===== config.mk =====
export PLATFORM = sky130hd
export DESIGN_NAME = nexus_mem_arbiter
export DESIGN_NICKNAME = d
export VERILOG_FILES = /design/src/rtl/nexus_mem_arbiter.sv
export SDC_FILE = /design/constraint.sdc
export NUM_CORES = 1
export LEC_CHECK = 0
export CAP_MARGIN = 5
export CELL_PAD_IN_SITES_DETAIL_PLACEMENT = 1
export CELL_PAD_IN_SITES_GLOBAL_PLACEMENT = 1
export CORE_ASPECT_RATIO = 0.8
export CORE_MARGIN = 5
export CORE_UTILIZATION = 13
export CTS_CLUSTER_DIAMETER = 150
export DETAILED_ROUTE_END_ITERATION = 10
export GPL_ROUTABILITY_DRIVEN = 0
export GPL_TIMING_DRIVEN = 0
export PLACE_DENSITY_LB_ADDON = 0.1
export SLEW_MARGIN = 0
export SYNTH_ARGS = -nofsm -noshare
export SYNTH_HDL_FRONTEND = slang
export SYNTH_SLANG_ARGS = --single-unit

===== constraint.sdc =====
create_clock -name clk -period 1.9 [get_ports clk]
set_input_delay 0.285 -clock clk [delete_from_list [all_inputs] [get_ports clk]]
set_output_delay 0.285 -clock clk [all_outputs]
set_load 0.02 [all_outputs]

===== src/rtl/nexus_mem_arbiter.sv =====
// nexus_mem_arbiter: shares one single-port sync RAM between fetch and load/store; NEXUS_BYTE_ACCESS_EN adds byte loads and RMW byte stores
module nexus_mem_arbiter #(
  parameter int DATA_WIDTH   = 16,
  parameter int ADDR_WIDTH   = 15,
  parameter int STARVE_LIMIT = 4
) (
  input  logic                  clk,
  input  logic                  rst_n,
  input  logic                  if_req,
  input  logic [ADDR_WIDTH-1:0] if_addr,
  output logic                  if_gnt,
  output logic                  if_rvalid,
  output logic [DATA_WIDTH-1:0] if_rdata,
  input  logic                  ls_req,
  input  logic                  ls_we,
  input  logic [ADDR_WIDTH-1:0] ls_addr,
  input  logic [DATA_WIDTH-1:0] ls_wdata,
  input  logic                  ls_byte,
  input  logic                  ls_bsel,
  output logic                  ls_gnt,
  output logic                  ls_rvalid,
  output logic [DATA_WIDTH-1:0] ls_rdata,
  output logic                  ram_we,
  output logic [ADDR_WIDTH-1:0] ram_addr,
  output logic [DATA_WIDTH-1:0] ram_din,
  input  logic [DATA_WIDTH-1:0] ram_dout
);
  localparam int SW = $clog2(STARVE_LIMIT + 1);
  localparam logic [SW-1:0] LIM = SW'(STARVE_LIMIT);
  logic                  idle, rmw, rmw_wr, byte_req, if_win;
  logic [SW-1:0]         starve;
  logic [ADDR_WIDTH-1:0] rmw_addr;
  logic [DATA_WIDTH-1:0] merged, ld_data;
`ifdef NEXUS_BYTE_ACCESS_EN
  localparam logic [1:0] IDLE = 2'd0, RMW_RD = 2'd1, RMW_WR = 2'd2;
  logic [1:0]  state;
  logic        b_sel, r_byte, r_bsel;
  logic [7:0]  b_data;
  assign idle     = state == IDLE;
  assign rmw_wr   = state == RMW_WR;
  assign rmw      = ~idle;
  assign byte_req = ls_byte;
  // RMW sequencing: latch the byte store at grant, read the word, then write it back merged
  always_ff @(posedge clk or negedge rst_n)
    if (!rst_n) begin
      state    <= IDLE;
      rmw_addr <= '0;
      b_sel    <= 1'b0;
      b_data   <= '0;
    end else begin
      state <= (ls_gnt & ls_we & ls_byte) ? RMW_RD : state == RMW_RD ? RMW_WR : IDLE;
      if (ls_gnt & ls_we & ls_byte) begin
        rmw_addr <= ls_addr;
        b_sel    <= ls_bsel;
        b_data   <= ls_wdata[7:0];
      end
    end
  // remember byte-load lane so the returning word can be narrowed
  always_ff @(posedge clk or negedge rst_n)
    if (!rst_n) begin
      r_byte <= 1'b0;
      r_bsel <= 1'b0;
    end else begin
      r_byte <= ls_gnt & ls_byte;
      r_bsel <= ls_bsel;
    end
  // lane merge for the write-back and lane extract for byte loads
  always_comb begin
    merged = ram_dout;
    merged[{b_sel, 3'b000} +: 8] = b_data;
    ld_data = r_byte ? DATA_WIDTH'(ram_dout[{r_bsel, 3'b000} +: 8]) : ram_dout;
  end
`else
  logic unused_byte;
  assign unused_byte = ls_byte ^ ls_bsel;
  assign idle     = 1'b1;
  assign rmw      = 1'b0;
  assign rmw_wr   = 1'b0;
  assign byte_req = 1'b0;
  assign rmw_addr = ls_addr;
  assign merged   = ls_wdata;
  assign ld_data  = ram_dout;
`endif
  // grant arbitration and RAM port steering
  always_comb begin
    if_win   = idle & if_req & (~ls_req | starve == LIM);
    if_gnt   = rst_n & if_win;
    ls_gnt   = rst_n & idle & ls_req & ~if_win;
    ram_we   = rmw_wr | (ls_gnt & ls_we & ~byte_req);
    ram_addr = rmw ? rmw_addr : ls_gnt ? ls_addr : if_addr;
    ram_din  = rmw_wr ? merged : ls_wdata;
    if_rdata = if_rvalid ? ram_dout : '0;
    ls_rdata = ls_rvalid ? ld_data : '0;
  end
  // read-valid pipeline and fetch starvation counter
  always_ff @(posedge clk or negedge rst_n)
    if (!rst_n) begin
      if_rvalid <= 1'b0;
      ls_rvalid <= 1'b0;
      starve    <= '0;
    end else begin
      if_rvalid <= if_gnt;
      ls_rvalid <= ls_gnt & ~ls_we;
      starve    <= (if_req & ~if_gnt) ? (starve == LIM ? starve : starve + SW'(1)) : '0;
    end
endmodule


[Word level (Yosys, flattened, before mapping)]
Index checks and enable logic that the tools add are counted.
Word-level totals
  bits in registers: 5
  bits in latches: 0
  RAM bits: 0
  ROM bits: 0
  bits of input ports: 69
  output and inout port bits: 68
  logic and storage cells: 23
  memories kept: 0
Cells by class
  add/sub/neg operators: 1
  multiply operators: 0
  divide/modulo/power cells: 0
  order comparisons: 0
  eq/ne operators: 2
  shift-type cells: 0
  multiplexer cells: 5
  bitwise gates (word level): 12
  reduce and logical (&&, ||, !) cells: 0
Operators by type and width (number)
  two-way mux 16 bit: 2
  two-way mux 15 bit: 1
  AND 1 bit: 7
  two-way mux 3 bit: 2
  inverter 1 bit: 4
  adder 3 x 1 -> 3 bit, second input constant: 1
  == test 3 bit, second input constant: 1
  inequality test 2 bit, second input constant: 1
  bitwise OR 1 bit: 1

[Longest topological paths before layout]
  depth after elaboration: 7
  mapped depth: 5
  depth with buffers taken out: 5

[Worst setup path after synthesis]
No wires, ideal clock.
  kind: register to output
  start point: reg starve[0]
  end point: out ram_addr[10]
  data arrival time: 1.483 ns
  data required time: 1.615 ns
  slack: 0.132 ns
  cell stages (with the launch flop): 6
  path buffers: 1
  cells stage by stage: dfrtp_1 > inv_1 > ha_1 > a31oi_4 > buf_12 > mux2_4
On the way
  word-level cells in the longest chain between the ends: 6
Ends and longest elaborated chain
  from (decl): line 31  | logic [SW-1:0] starve;
  from (signal assigned): line 104  | starve <= (if_req & ~if_gnt) ? (starve == LIM ? starve : starve + SW'(1)) : '0;
  == test 3 bit: line 86  | if_win = idle & if_req & (~ls_req | starve == LIM);
  bitwise OR 1 bit: line 86
  AND 1 bit: line 86
  inverter 1 bit: line 88  | ls_gnt = rst_n & idle & ls_req & ~if_win;
  AND 1 bit: line 88
  named net ls_gnt: line 20  | output logic ls_gnt,
  two-way mux 15 bit: line 90  | ram_addr = rmw ? rmw_addr : ls_gnt ? ls_addr : if_addr;
  to (decl): line 24  | output logic [ADDR_WIDTH-1:0] ram_addr,
The timed path passes the listed nets, and every way through them passes these cells.

[Final worst setup path]
  start point: reg starve[0]
  end point: out ram_addr[11]
On the way
  word-level cells in the longest chain between the ends: 6
Ends and longest elaborated chain (line)
  == test 3 bit: 86
  bitwise OR 1 bit: 86
  AND 1 bit: 86
  inverter 1 bit: 88
  AND 1 bit: 88
  two-way mux 15 bit: 90
Every way passes these cells.

==> summary.txt <==
Timing
  • Setup_tns: -1.668 ns
  • Actual slew at the worst max-slew pin: 0.2522 ns
  • Final worst-path cycle share: 107.9%
  • Clock skew: 0.001042 ns
  • Slew HR: 83.19%
  • Setup ws final: -0.1499 ns
  • Pins Over Slew Limit: 0
  • Final hold viol count: 0
  • Unrepaired setup endpoints after global routing: yes
  • Tmin final: 2.050 ns
  • Fmax: 487.8 MHz
  • Setup violations, final: 15

Layout
  • Commonest non-fill, non-tap cell in the layout: clkdlybuf4s50_1
  • Layout overhead on the synthesized area: 178.2%
  • Core Util, Final: 37.96%
  • Layout net count: 299
  • Multi-input gate area: 599.3 um^2
  • Fillers: 708
  • Commonest non-fill, non-tap cells in the layout: 77 x clkdlybuf4s50_1, 33 x and2_1, 24 x buf_4
  • Layout cell share with drive strength beyond 1: 34.36%
  • Antenna Diode Count: 0
  • Register area: 127.6 um^2

Placed design
  • Hpwl dp: 3.654 mm
  • Worst slack at placement: -0.9484 ns
  • Port buffer count: 118

Floorplanning
  • Starting Density: 13.65%
  • Core area: 0.006006 mm^2
  • Die Ht: 81.02 um
  • Die outline area: 0.008002 mm^2
  • Ports: 137
  • Die X: 98.77 um
  • Row count: 25

Critical path
  • Worst Path Required: 1.62 ns
  • CP max FO: 5
  • Setup crit start: starve[0]$_DFFE_PN0P_
  • Startpoint Class: flop
  • Worst path arrival time: 1.76 ns
  • Worst Reg2Reg Path Length in Cells: 7
  • Crit path kind: reg -> out
  • CP endpoint kind: primary output
  • Worst R2R Start: starve[0]$_DFFE_PN0P_

Status
  • Status: complete, but fails checks
  • Failing checks: setup timing

GRT
  • Initial antenna violation count: 0
  • Largest net degree at the start of global routing: 11
  • Gr ovfl total: 0
  • GRT Overall Usage: 9.739%
  • First-pass GRT wire length: 6.320 mm
  • Vias in the first global route: 1,280

Power
  • VDD IR-drop max: 0.1413 mV
  • Leakage: 1.081 nW
  • Pwr dens: 354.4 mW/mm^2

Clock network
  • Worst-Skew Late Latency: 0.22 ns
  • Clock sink total: 5
  • Clock Tree Buf Depth: 2
  • Total clock buffers created by CTS: 3
  • Cts hold-fix bufs: 0
  • TritonCTS clock tree: done
  • Clock-pin transition on the worst setup and hold timing paths: 0.04 ns
  • CTS root buf: clkbuf_8
  • H-tree depth: 1

Flow run
  • Max cap viols: 0

Synth
  • Synth warn: 0
  • Avg Synthesized Cell Area: 8.812 um^2
  • Number of synthesized register bits: 5
  • Syn Inst Count: 93
  • Post-Syn Nets: 164
  • Synthesized cell area: 819.5 um^2
  • Distinct cells, synth: 20
  • Seq/Total Area, Yosys: 15.27%

Routing
  • First-pass DRT Iterations: 3
  • Drt wl/cell: 13.99 um
  • DRC Markers: 0
  • Vias/cell: 3.818
  • Via count: 1,176
  • Iter 0 DRT Violations: 3
  • Final ANT Viol Nets: 0
  • WL final: 4.310 mm

Min path
  • Hold Crit Class: in -> async
[layout make-up]
type | instances | area share [%]
Buffer | 19 | 6.586
Clock buffer | 4 | 1.976
Inverter | 3 | 0.4940
Multi-Input combinational cell | 66 | 26.29
Sequential cell | 5 | 5.598
Tap cell | 81 | 4.446
Timing Repair Buffer | 130 | 54.61
[cells by family after synthesis]
family                   count (synthesis)  synth area share [%]
AO/OA/AOI/OAI                            7                 7.479
multiplexers                            15                 23.82
buffers and inverters                   22                 19.39
AND/OR/NAND/NOR                         42                 30.99
flip-flops                               5                 15.27
adder cells (fa/ha/maj)                  2                 3.053
[cells in the mapped netlist]
| cell type | instances | area share, % |
|---|---|---|
| a21boi_0 | 2 | 1.8 |
| a21oi_1 | 1 | 0.61 |
| a31oi_4 | 1 | 2.6 |
| and2_1 | 34 | 26 |
| buf_12 | 1 | 2.4 |
| buf_4 | 16 | 15 |
| clkbuf_1 | 2 | 0.92 |
| dfrtp_1 | 5 | 15 |
| ha_1 | 2 | 3.1 |
| inv_1 | 3 | 1.4 |
| mux2_2 | 8 | 11 |
| mux2_4 | 7 | 13 |
| nand2_1 | 2 | 0.92 |
| nand2_2 | 1 | 0.76 |
| nor2_1 | 1 | 0.46 |
| nor2b_1 | 1 | 0.76 |
| nor3_1 | 1 | 0.61 |
| o211ai_1 | 2 | 1.8 |
| o21ai_0 | 1 | 0.61 |
| or3_1 | 2 | 1.5 |
[power breakdown]
part	internal (mW)	total, mW	switching [mW]
sequential	0.113	0.121	0.00752
clock	0.144	0.200	0.0560
combinational	0.294	0.487	0.193
[worst paths after layout]
kind / to / slack, ns
min: starve[0]$_DFFE_PN0P_ / 0.00007
max: ram_addr[11] / -0.15
max in group asynchronous: if_rvalid$_DFF_PN0_ / 1.70
min in group clk: starve[2]$_DFFE_PN0P_ / 0.56
min reg2reg: starve[1]$_DFFE_PN0P_ / 0.71
max reg2reg: starve[0]$_DFFE_PN0P_ / 0.38
[registers in the layout, summed over array words and instances, names as in the netlist]
name and count:
starve 3, if_rvalid 1, ls_rvalid 1
[critical path, cell delays in order, from the launching register on]
cell,delay (ns)
dfrtp_1,0.37
inv_2,0.07
ha_4,0.17
a31oi_4,0.22
buf_4,0.16
buf_12,0.11
mux2_4,0.29
buf_2,0.16
[routing by layer]
metal	track usage, %	wire, um
met5	0	0
met4	3.274	22
met3	3.176	439
met1	10.16	1542
met2	18.50	2305
[repair_timing]
action                                  CTS  global route
endpoints found under the setup margin   38            18
cloned                                    1             0
pin swaps                                 1             3
endpoints found under the hold margin     0             0
buffers inserted                         11             3
gates resized for setup                 128            19
[through the flow]
step,instances,hold slack [ns],area (um^2),power (mW)
after floorplan,93,-0.01059,819.5,0.3151
after global placement,292,0.5897,2102,0.5620
after detailed placement,292,0.5913,2102,0.5702
after CTS,307,0.002744,2236,0.7964
after global routing,308,0.004896,2280,0.8518
final,308,0.00007155,2280,0.8079
Power figures use the tool's default switching activity.
